## src/rtl/if_fetch.sv

```systemverilog
// Instruction-fetch initiator: owns the PC and drives the synchronous-read instruction memory port.
// Also arbitrates a handshaked boot-loader path that writes program words and then restarts fetch.
module if_fetch #(
    parameter int unsigned IM_AW    = 13,
    parameter logic [31:0] RESET_PC = 32'h0000_0000
) (
    input  logic             cpu_clk_50M,
    input  logic             cpu_rst,
    input  logic             stall,
    input  logic             redirect_valid,
    input  logic [31:0]      redirect_pc,
    output logic [IM_AW-1:0] imaddr,
    output logic             imce,
    output logic             imwe,
    output logic [31:0]      imdin,
    input  logic [31:0]      inst,
    output logic [31:0]      id_inst,
    output logic [31:0]      id_pc,
    output logic             id_valid,
    output logic             fetch_err,
    output logic [31:0]      fetch_badaddr,
    input  logic             ld_req,
    input  logic             ld_valid,
    output logic             ld_ready,
    input  logic [31:0]      ld_addr,
    input  logic [31:0]      ld_data,
    input  logic             ld_last,
    output logic [15:0]      ld_count
);

    localparam logic [1:0] S_BOOT = 2'd0;
    localparam logic [1:0] S_RUN  = 2'd1;
    localparam logic [1:0] S_LOAD = 2'd2;
    localparam logic [1:0] S_HALT = 2'd3;

    localparam logic [15:0] LD_COUNT_MAX = 16'hFFFF;

    logic [1:0]  state, state_nx;
    logic [31:0] pc, pc_nx;
    logic [31:0] id_pc_nx;
    logic        id_valid_nx;
    logic        fetch_err_nx;
    logic [31:0] fetch_badaddr_nx;
    logic [15:0] ld_count_nx;

    // Only the word-index bits of the loader address reach the memory; the rest alias.
    logic unused_ld_addr;
    assign unused_ld_addr = ^{ld_addr[31:IM_AW+2], ld_addr[1:0]};

    // The memory holds inst while imce is low, so ID can see it directly.
    assign id_inst = inst;

    always_ff @(posedge cpu_clk_50M or posedge cpu_rst) begin
        if (cpu_rst) begin
            state <= S_BOOT;
        end else begin
            state <= state_nx;
        end
    end

    always_ff @(posedge cpu_clk_50M or posedge cpu_rst) begin
        if (cpu_rst) begin
            pc            <= RESET_PC;
            id_pc         <= RESET_PC;
            id_valid      <= 1'b0;
            fetch_err     <= 1'b0;
            fetch_badaddr <= 32'h0000_0000;
            ld_count      <= 16'h0000;
        end else begin
            pc            <= pc_nx;
            id_pc         <= id_pc_nx;
            id_valid      <= id_valid_nx;
            fetch_err     <= fetch_err_nx;
            fetch_badaddr <= fetch_badaddr_nx;
            ld_count      <= ld_count_nx;
        end
    end

    // Next-state, next-register and memory-port decode; port strobes are forced low during reset.
    always_comb begin
        state_nx         = state;
        pc_nx            = pc;
        id_pc_nx         = id_pc;
        id_valid_nx      = id_valid;
        fetch_err_nx     = fetch_err;
        fetch_badaddr_nx = fetch_badaddr;
        ld_count_nx      = ld_count;
        imce             = 1'b0;
        imwe             = 1'b0;
        imaddr           = pc[IM_AW+1:2];
        imdin            = 32'h0000_0000;
        ld_ready         = 1'b0;

        if (!cpu_rst) begin
            case (state)
                S_BOOT: begin
                    imce        = 1'b1;
                    imaddr      = RESET_PC[IM_AW+1:2];
                    id_pc_nx    = RESET_PC;
                    id_valid_nx = 1'b1;
                    pc_nx       = RESET_PC + 32'd4;
                    state_nx    = S_RUN;
                end

                S_RUN: begin
                    if (ld_req) begin
                        id_valid_nx = 1'b0;
                        ld_count_nx = 16'h0000;
                        state_nx    = S_LOAD;
                    end else if (redirect_valid && (redirect_pc[1:0] == 2'b00)) begin
                        // An aligned redirect overrides a hazard stall.
                        imce        = 1'b1;
                        imaddr      = redirect_pc[IM_AW+1:2];
                        id_pc_nx    = redirect_pc;
                        id_valid_nx = 1'b1;
                        pc_nx       = redirect_pc + 32'd4;
                    end else if (redirect_valid) begin
                        id_valid_nx      = 1'b0;
                        fetch_err_nx     = 1'b1;
                        fetch_badaddr_nx = redirect_pc;
                        state_nx         = S_HALT;
                    end else if (!stall) begin
                        imce        = 1'b1;
                        imaddr      = pc[IM_AW+1:2];
                        id_pc_nx    = pc;
                        id_valid_nx = 1'b1;
                        pc_nx       = pc + 32'd4;
                    end
                end

                S_LOAD: begin
                    ld_ready    = 1'b1;
                    id_valid_nx = 1'b0;
                    if (ld_valid) begin
                        imce   = 1'b1;
                        imwe   = 1'b1;
                        imaddr = ld_addr[IM_AW+1:2];
                        imdin  = ld_data;
                        if (ld_count != LD_COUNT_MAX) begin
                            ld_count_nx = ld_count + 16'd1;
                        end
                        if (ld_last) begin
                            pc_nx    = RESET_PC;
                            state_nx = S_BOOT;
                        end
                    end
                end

                S_HALT: begin
                    id_valid_nx = 1'b0;
                end

                default: begin
                    state_nx = S_HALT;
                end
            endcase
        end
    end

endmodule
```

## config.mk

```make
export PLATFORM = sky130hd
export DESIGN_NAME = if_fetch
export DESIGN_NICKNAME = d
export VERILOG_FILES = /design/src/rtl/if_fetch.sv
export SDC_FILE = /design/constraint.sdc
export NUM_CORES = 1
export LEC_CHECK = 0
export CELL_PAD_IN_SITES_DETAIL_PLACEMENT = 1
export CELL_PAD_IN_SITES_GLOBAL_PLACEMENT = 2
export CORE_MARGIN = 2
export CORE_UTILIZATION = 24
export CTS_CLUSTER_SIZE = 24
export DETAILED_ROUTE_END_ITERATION = 8
export GPL_TIMING_DRIVEN = 1
export HOLD_SLACK_MARGIN = 0.06
export PLACE_DENSITY_LB_ADDON = 0.1
export SYNTH_ARGS = -nofsm -noshare
export SYNTH_HDL_FRONTEND = slang
export SYNTH_SLANG_ARGS = --single-unit
```

## constraint.sdc

```tcl
create_clock -name cpu_clk_50M -period 4.4 [get_ports cpu_clk_50M]
set_input_delay 0.44 -clock cpu_clk_50M [delete_from_list [all_inputs] [get_ports cpu_clk_50M]]
set_output_delay 0.44 -clock cpu_clk_50M [all_outputs]
set_load 0.005 [all_outputs]
```

Word level (Yosys, flattened, before mapping)
Cells that the tools add are included.
Widths: inputs -> output; s select.
{"block": "word_totals", "regBits": 116, "input_bits": 135, "out_inout_bits": 162, "word_cells": 86}
{"block": "classes", "addsub": 3, "n_eq_ne": 14, "n_mux": 46, "n_bitwise": 3, "n_reduce_logical": 13}
{"cell": "$mux 32", "n": 13}
{"cell": "$pmux 32 s3", "n": 1}
{"cell": "$add 32x3->32 const B", "n": 2}
{"cell": "$pmux 32 s2", "n": 1}
{"cell": "$mux 13", "n": 4}
{"cell": "$mux 16", "n": 3}
{"cell": "$pmux 13 s3", "n": 1}
{"cell": "$pmux 16 s2", "n": 1}
{"cell": "$add 16x1->16 const B", "n": 1}
{"cell": "$ne 16x16->1 const B", "n": 1}
{"cell": "$reduce_and 5->1", "n": 3}
{"cell": "$mux 1", "n": 14}
{"cell": "$ne 3x3->1 const B", "n": 4}
{"cell": "$mux 2", "n": 5}
{"cell": "$ne 2x2->1 const B", "n": 5}
{"cell": "$reduce_and 7->1", "n": 1}
{"cell": "$pmux 1 s3", "n": 2}
{"cell": "$pmux 2 s3", "n": 1}
{"cell": "$reduce_and 6->1", "n": 1}
{"cell": "$ne 5x5->1 const B", "n": 1}
{"cell": "$eq 2x2->1 const B", "n": 2}
{"cell": "$logic_not 2->1", "n": 2}
{"cell": "$reduce_bool 2->1", "n": 2}
{"cell": "$not 1->1", "n": 3}
{"cell": "5 further kinds", "n": 5}

Longest topological paths before layout
Gate-level depths: netlist of run 1.
{"block": "logic_depth", "ltp_word": 6, "depth_mapped": 15, "depth_no_buf": 10}

Worst setup path after synthesis of run 1
Ideal clock, no wire load.
{"block": "synth_path", "path_type": "input to register", "start": "input port cpu_rst", "end": "register id_pc[15]", "setup_time_ps": 96, "arrival_time_ps": 4179, "required_time_ps": 4304, "slack_ps": 125, "cell_stages": 4, "n_path_buf": 1, "cell_sequence": "inv_1 o21ai_1 clkbuf_1 o31ai_1"}
{"block": "synth_via", "elab_chain_cells": 2}
{"item": "start: declaration", "line": "8", "source": "input logic cpu_rst,"}
{"item": "$not 1->1 (no line)"}
{"item": "$reduce_and 5->1 (no line)"}
{"item": "end signal: assignment", "line": "71", "source": "id_pc <= id_pc_nx;"}
{"item": "end: declaration", "line": "18", "source": "output logic [31:0] id_pc,"}
Every way passes these cells.
A chain may end at the register's enable or synchronous reset.

Final worst setup path of run 1
{"block": "layout_path", "start": "input port redirect_valid", "end": "output port imaddr[10]"}
{"block": "layout_via", "elab_chain_cells": 5}
{"item": "start: declaration", "line": "10", "source": "input logic redirect_valid,"}
{"item": "$logic_and 1x1->1", "line": "110", "source": "end else if (redirect_valid && (redirect_pc[1:0] == 2'b00)) begin"}
{"item": "$mux 13", "line": "110"}
{"item": "$mux 13", "line": "106", "source": "if (ld_req) begin"}
{"item": "$pmux 13 s3", "line": "95", "source": "case (state)"}
{"item": "$mux 13", "line": "94", "source": "if (!cpu_rst) begin"}
{"item": "end: declaration", "line": "12", "source": "output logic [IM_AW-1:0] imaddr,"}
Every way passes these cells.

==> flow_metrics.py, run 1 <==
metrics = {
    "status": {
        "status": "complete, no violations",
    },
    "placement": {
        "place_congestion": 0.761,
        "pre_cts_slack_ns": 0.469,
        "dp_hpwl_um": 21800,
        "place.port_buffers": 213,
        "dp.cells": 1364,
    },
    "grt": {
        "grt_max_degree": 82,
        "track_usage": 0.190,
        "grt_pass1_vias": 7184,
        "grt_overflow": 0,
        "antenna_found_initial": 1,
        "grt_pass1_wl_um": 45000,
    },
    "floorplanning": {
        "design.core.area_um2": 29600,
        "dieHeight_um": 177,
        "ios": 297,
        "die-area_um2": 31400,
        "initial_core_util": 0.244,
        "fp.dieW_um": 177,
        "fp-row-count": 63,
    },
    "clock_tree": {
        "cts_resized": 0,
        "htree_levels": 4,
        "cts_root_buf": "clkbuf_16",
        "insertion_delay_ns": 0.43,
        "path_clk_slew_ns": 0.06,
        "cts_buffers": 17,
        "cts_hold_buf": 0,
        "post_cts_buffers": 0,
        "cts_sinks": 116,
        "cts_tree": "done",
        "clockBufferDepth": 2,
    },
    "logic_synthesis": {
        "synth_area_um2": 7200,
        "ys_types": 63,
        "yosys_most_used_dff": "dfrtp_1",
        "synth_edf_count": 0,
        "syn_area_per_cell_um2": 8.73,
        "syn_inst": 825,
        "ys_async_sr_fraction": 1.00,
        "syn_nets": 967,
        "synth_seq_cells": 116,
        "yosys_warnings": 0,
        "yosysSeqAreaShare": 0.403,
    },
    "layout": {
        "layout_commonest_cell": "clkdlybuf4s50_1",
        "area_growth_pct": 41.5,
        "stdcell_count": 1397,
        "fin_util": 0.345,
        "fillers": 3429,
        "drive_gt1_frac": 0.105,
        "nets": 1135,
        "final_cell_mix": "213 x clkdlybuf4s50_1, 116 x dfrtp_1, 111 x nand2_1",
    },
    "critical_path": {
        "r2r_start": "state[1]",
        "max_stage_delay_ns": 0.63,
        "path_common_cell": "clkdlybuf4s50_1",
        "cp.arrival_ns": 3.20,
        "cp_slowest_cell": "clkdlybuf4s50_1",
        "r2r_end": "pc[25]",
        "path_max_fanout": 36,
        "path_cells": "clkdlybuf4s50_1 > or3b_2 > buf_4 > mux2_2 > a22oi_1 > o21ai_0 > clkdlybuf4s50_1",
        "cpLargestDelayFamily": "buffers and inverters",
        "worst-path-buf-inv": 3,
        "cp_data_required_time_ns": 3.96,
        "startpoint_type": "primary input",
        "critPathKind": "in -> out",
        "r2r_cells": 9,
        "endpoint_kind": "output port",
        "reg2reg_slack_ns": 1.49,
    },
    "timing": {
        "fmax_ghz": 0.275,
        "fin_crit_ns": 3.64,
        "slew-limit-headroom": 0.320,
        "setup_viol": 0,
        "fin_skew_ns": 0.0114,
        "hold_viol": 0,
        "drv_slew": 0,
        "tightest_slew_ns": 1.02,
        "fin_ws_ns": 0.762,
        "post-route-period-util": 0.827,
        "whs_ns": 0.475,
        "finalSetupTns_ns": 0,
        "rsz0062_at_grt": "no",
    },
    "min_path": {
        "hp-class": "reg -> reg",
        "hold-path-endpoint": "id_pc[21]",
        "whs_path_depth": 2,
        "worstHoldStart": "id_pc[21]",
    },
    "route": {
        "drt_first_pass_iters": 4,
        "first_iter_violations": 331,
        "antenna_left": 0,
        "wirelength_um": 29600,
        "drc": 0,
        "wl_per_cell_um": 21.2,
        "avgViaCountPerCell": 4.98,
        "vias": 6964,
    },
    "power": {
        "leakagePower_nw": 4.13,
        "p_per_area_nw_per_um2": 446,
        "ir_worst_vdd_mv": 0.201,
    },
    "flow_run": {
        "drv_cap": 0,
    },
}
-- worst max-delay path by stage --
stage	from	end	slack, ns	cells after the start
final	redirect_valid	imaddr[10]	0.76	7
after CTS	redirect_valid	imaddr[10]	0.76	7
after global placement	redirect_valid	pc[22]	0.52	10
after detailed placement	redirect_valid	pc[22]	0.47	10
after floorplan	cpu_rst	id_pc[15]	0.13	4
after global routing	state[1]	imce	0.68	7
-- stage by stage --
stage,instance area [um2],total power (W)
floorplan,7200,0.00218
global placement,9560,0.00308
detailed placement,9560,0.00309
CTS,10200,0.00463
global route,10200,0.00483
finish,10200,0.00454
-- synth_stat cells (all sizes together), types with 10 or more instances --
library cell / number / area, um2
xor2: 12 / 105
mux2i: 16 / 160
nand3: 39 / 195
nor3: 24 / 120
o31ai: 25 / 188
mux2: 39 / 439
nand4: 11 / 68.8
dfrtp: 116 / 2900
nor2: 51 / 191
a22oi: 10 / 75.1
clkbuf: 41 / 154
o21ai: 68 / 340
buf: 44 / 298
nand2: 111 / 417
and3: 46 / 288
inv: 16 / 60.1
a21oi: 34 / 170
xnor2: 14 / 123
-- logic make-up (layout without fill, tap and decap cells) --
family,count (synthesis),count (layout),share of synthesized area
compound gates,191,191,0.174
xor+xnor,26,26,0.0316
fa+ha+maj,7,7,0.0122
buf+inv,101,282,0.0711
flops,116,116,0.403
mux,55,55,0.0832
other cells,0,1,0
simple gates,329,329,0.225
-- cell type report --
| class | instances | area [um2] | share of cell area |
|---|---|---|---|
| sequential | 116 | 2900 | 0.285 |
| clock buffer | 17 | 425 | 0.0418 |
| clock inverter | 15 | 195 | 0.0192 |
| inverter | 16 | 62.6 | 0.00614 |
| tap | 390 | 488 | 0.0479 |
| timing repair buffer | 234 | 2300 | 0.226 |
| multi-input combinational | 608 | 3810 | 0.374 |
| antenna | 1 | 2.50 | 0.000246 |
-- where the power goes --
part | internal [W] | leakage, nW | switching, W | total, W
clock network | 0.000908 | 0.303 | 0.000598 | 0.00151
logic | 0.000800 | 2.28 | 0.000766 | 0.00157
registers | 0.00130 | 1.55 | 0.000168 | 0.00147
total | 0.00301 | 4.13 | 0.00153 | 0.00454
-- worst register-to-register path, cell delays in order (launching register included) --
cell     delay, ns
dfrtp_1       0.44
inv_1         0.11
ha_1          0.28
nor2b_1       0.59
o21a_1        0.40
nand3_1       0.32
buf_4         0.32
nor3_1        0.16
o21ai_0       0.11
nand3_1       0.10
-- per-layer routing --
layer  global-route usage  wire (um)
met5                    0          0
met4               0.0561        415
met2                0.308      13700
met3               0.0361       1780
met1                0.255      13700
-- flip-flops by register name, indices dropped and copies added, names as in the netlist --
register       flops
fetch_badaddr     32
id_pc             32
pc                32
ld_count          16
state              2
fetch_err          1
id_valid           1
(Power assumes the default switching activity.)
==> inputs of run 2 (changes only) <==
==> constraint.sdc (replaced) <==
create_clock -name cpu_clk_50M -period 3.4 [get_ports cpu_clk_50M]
set_input_delay 0.34 -clock cpu_clk_50M [delete_from_list [all_inputs] [get_ports cpu_clk_50M]]
set_output_delay 0.34 -clock cpu_clk_50M [all_outputs]
set_load 0.005 [all_outputs]
==> run 2 against run 1 <==
- sequential share of layout area fell by 0.79 points
- critical path depth rose by 1
- cell count rose by 2.1%
- setup slack got worse by 0.61 ns
- largest power group unchanged
- clock power rose by 30%
- via count rose by 1.5%
- clock-buffer cell count did not move
- register-to-register slack got worse by 0.79 ns
==> flow_metrics.py, run 2 (synthesis results as in run 1) <==
metrics = {
    "floorplanning": {
        "dieHeight_um": 177,
        "fp-row-count": 63,
        "ios": 297,
        "initial_core_util": 0.244,
        "fp.dieW_um": 177,
        "design.core.area_um2": 29600,
        "die-area_um2": 31400,
    },
    "power": {
        "clkPwrFrac": 0.330,
        "intPower_w": 0.00401,
        "p_switching_w": 0.00196,
        "p_per_area_nw_per_um2": 570,
        "seq_power_share": 0.320,
        "swShare": 0.328,
        "comb_power_share": 0.350,
        "ir_worst_vdd_mv": 0.213,
        "leakagePower_nw": 4.30,
    },
    "critical_path": {
        "startpoint_type": "primary input",
        "cpLargestDelayFamily": "buffers and inverters",
        "max_stage_delay_ns": 0.58,
        "critPathKind": "in -> out",
        "worst-path-buf-inv": 4,
        "endpoint_kind": "output port",
        "cp_slowest_cell": "clkdlybuf4s50_1",
        "path_max_fanout": 13,
        "path_cells": "clkdlybuf4s50_1 > or3b_2 > buf_4 > buf_4 > mux2_2 > a22oi_1 > o21ai_0 > clkdlybuf4s50_1",
        "cp_data_required_time_ns": 3.06,
        "cp.arrival_ns": 2.91,
    },
    "timing": {
        "post-route-period-util": 0.956,
        "fmax_ghz": 0.308,
        "finalSetupTns_ns": 0,
        "slew-limit-headroom": 0.548,
        "fin_crit_ns": 3.25,
        "fin_skew_ns": 0.0105,
        "drv_slew": 0,
        "hold_viol": 0,
        "tightest_slew_ns": 0.678,
        "whs_ns": 0.475,
        "setup_viol": 0,
        "rsz0062_at_grt": "no",
    },
    "grt": {
        "antenna_found_initial": 1,
        "grt_max_degree": 117,
        "grt_pass1_wl_um": 45500,
        "grt_overflow": 0,
        "grt_pass1_vias": 7342,
        "track_usage": 0.191,
    },
    "clock_tree": {
        "htree_levels": 4,
        "post_cts_buffers": 0,
        "cts_resized": 0,
        "cts_sinks": 116,
        "cts_hold_buf": 0,
        "insertion_delay_ns": 0.42,
        "path_clk_slew_ns": 0.06,
        "cts_buffers": 17,
        "cts_root_buf": "clkbuf_16",
        "clockBufferDepth": 2,
        "cts_tree": "done",
    },
    "layout": {
        "nets": 1166,
        "area_growth_pct": 45.5,
        "final_cell_mix": "213 x clkdlybuf4s50_1, 116 x dfrtp_1, 111 x nand2_1",
        "layout_commonest_cell": "clkdlybuf4s50_1",
        "top_regs": "fetch_badaddr (32), id_pc (32), pc (32)",
        "stdcell_count": 1427,
        "fin_util": 0.354,
        "drive_gt1_frac": 0.132,
    },
    "route": {
        "wirelength_um": 29700,
        "first_iter_violations": 326,
        "wl_per_cell_um": 20.8,
        "drc": 0,
        "antenna_left": 0,
        "avgViaCountPerCell": 4.95,
        "vias": 7067,
        "drt_first_pass_iters": 4,
    },
    "placement": {
        "dp_hpwl_um": 22000,
        "dp.cells": 1395,
        "place_congestion": 0.771,
        "place.port_buffers": 213,
    },
    "min_path": {
        "hp-class": "reg -> reg",
    },
    "status": {
        "status": "complete, no violations",
    },
    "flow_run": {
        "drv_cap": 0,
    },
}
-- run 2: area by class of cell --
class                   instances  area [um2]
diodes                          1        2.50
clock buffers                  17         425
clock inverters                14         199
fillers                      3398       19100
inverters                      16        63.8
multi-input cells             608        3810
flip-flops and latches        116        2900
well taps                     390         488
repair buffers                265        2580
-- run 2: worst reg2reg max path, delay by kind of cell (launching register included) --
kind / cells / cell delay, ns
flops: 1 / 0.43
simple gates: 2 / 0.80
fa+ha+maj: 1 / 0.25
compound gates: 4 / 0.87
buf+inv: 2 / 0.28
-- run 2: worst paths after layout --
path	slack (ns)	cells past startpoint	endpoint	from
min in group asynchronous	0.68	4	id_pc[15]	cpu_rst
setup / recovery	0.15	8	imaddr[10]	redirect_valid
hold / removal	0.47	2	id_pc[22]	id_pc[22]
max in group asynchronous	2.24	4	pc[19]	cpu_rst
setup reg to reg	0.70	9	pc[24]	state[1]
hold reg to reg	0.47	2	id_pc[22]	id_pc[22]
-- run 2: power groups by stage --
stage               sequential [W]  clock [W]  combinational (W)
global placement           0.00193          0            0.00212
finish                     0.00191    0.00197            0.00209
detailed placement         0.00195          0            0.00212
floorplan                  0.00192          0           0.000905
global route               0.00196    0.00209            0.00229
CTS                        0.00192    0.00203            0.00213
-- run 2: through the flow --
stage               worst slack [ns]  cell area, um2  power, W
CTS                            0.120           10500   0.00608
floorplan                     0.0650            7200   0.00282
global route                  0.0404           10500   0.00634
global placement               0.101            9850   0.00405
finish                         0.148           10500   0.00597
detailed placement            0.0678            9850   0.00406
-- run 2: routing by layer --
| metal | wire (um) | track usage | vias up |
|---|---|---|---|
| met1 | 13900 | 0.259 | 3484 |
| met5 | 0 | 0 | - |
| met2 | 13600 | 0.308 | 205 |
| met3 | 1780 | 0.0374 | 29 |
| met4 | 372 | 0.0520 | 0 |
| li1 | - | - | 3349 |
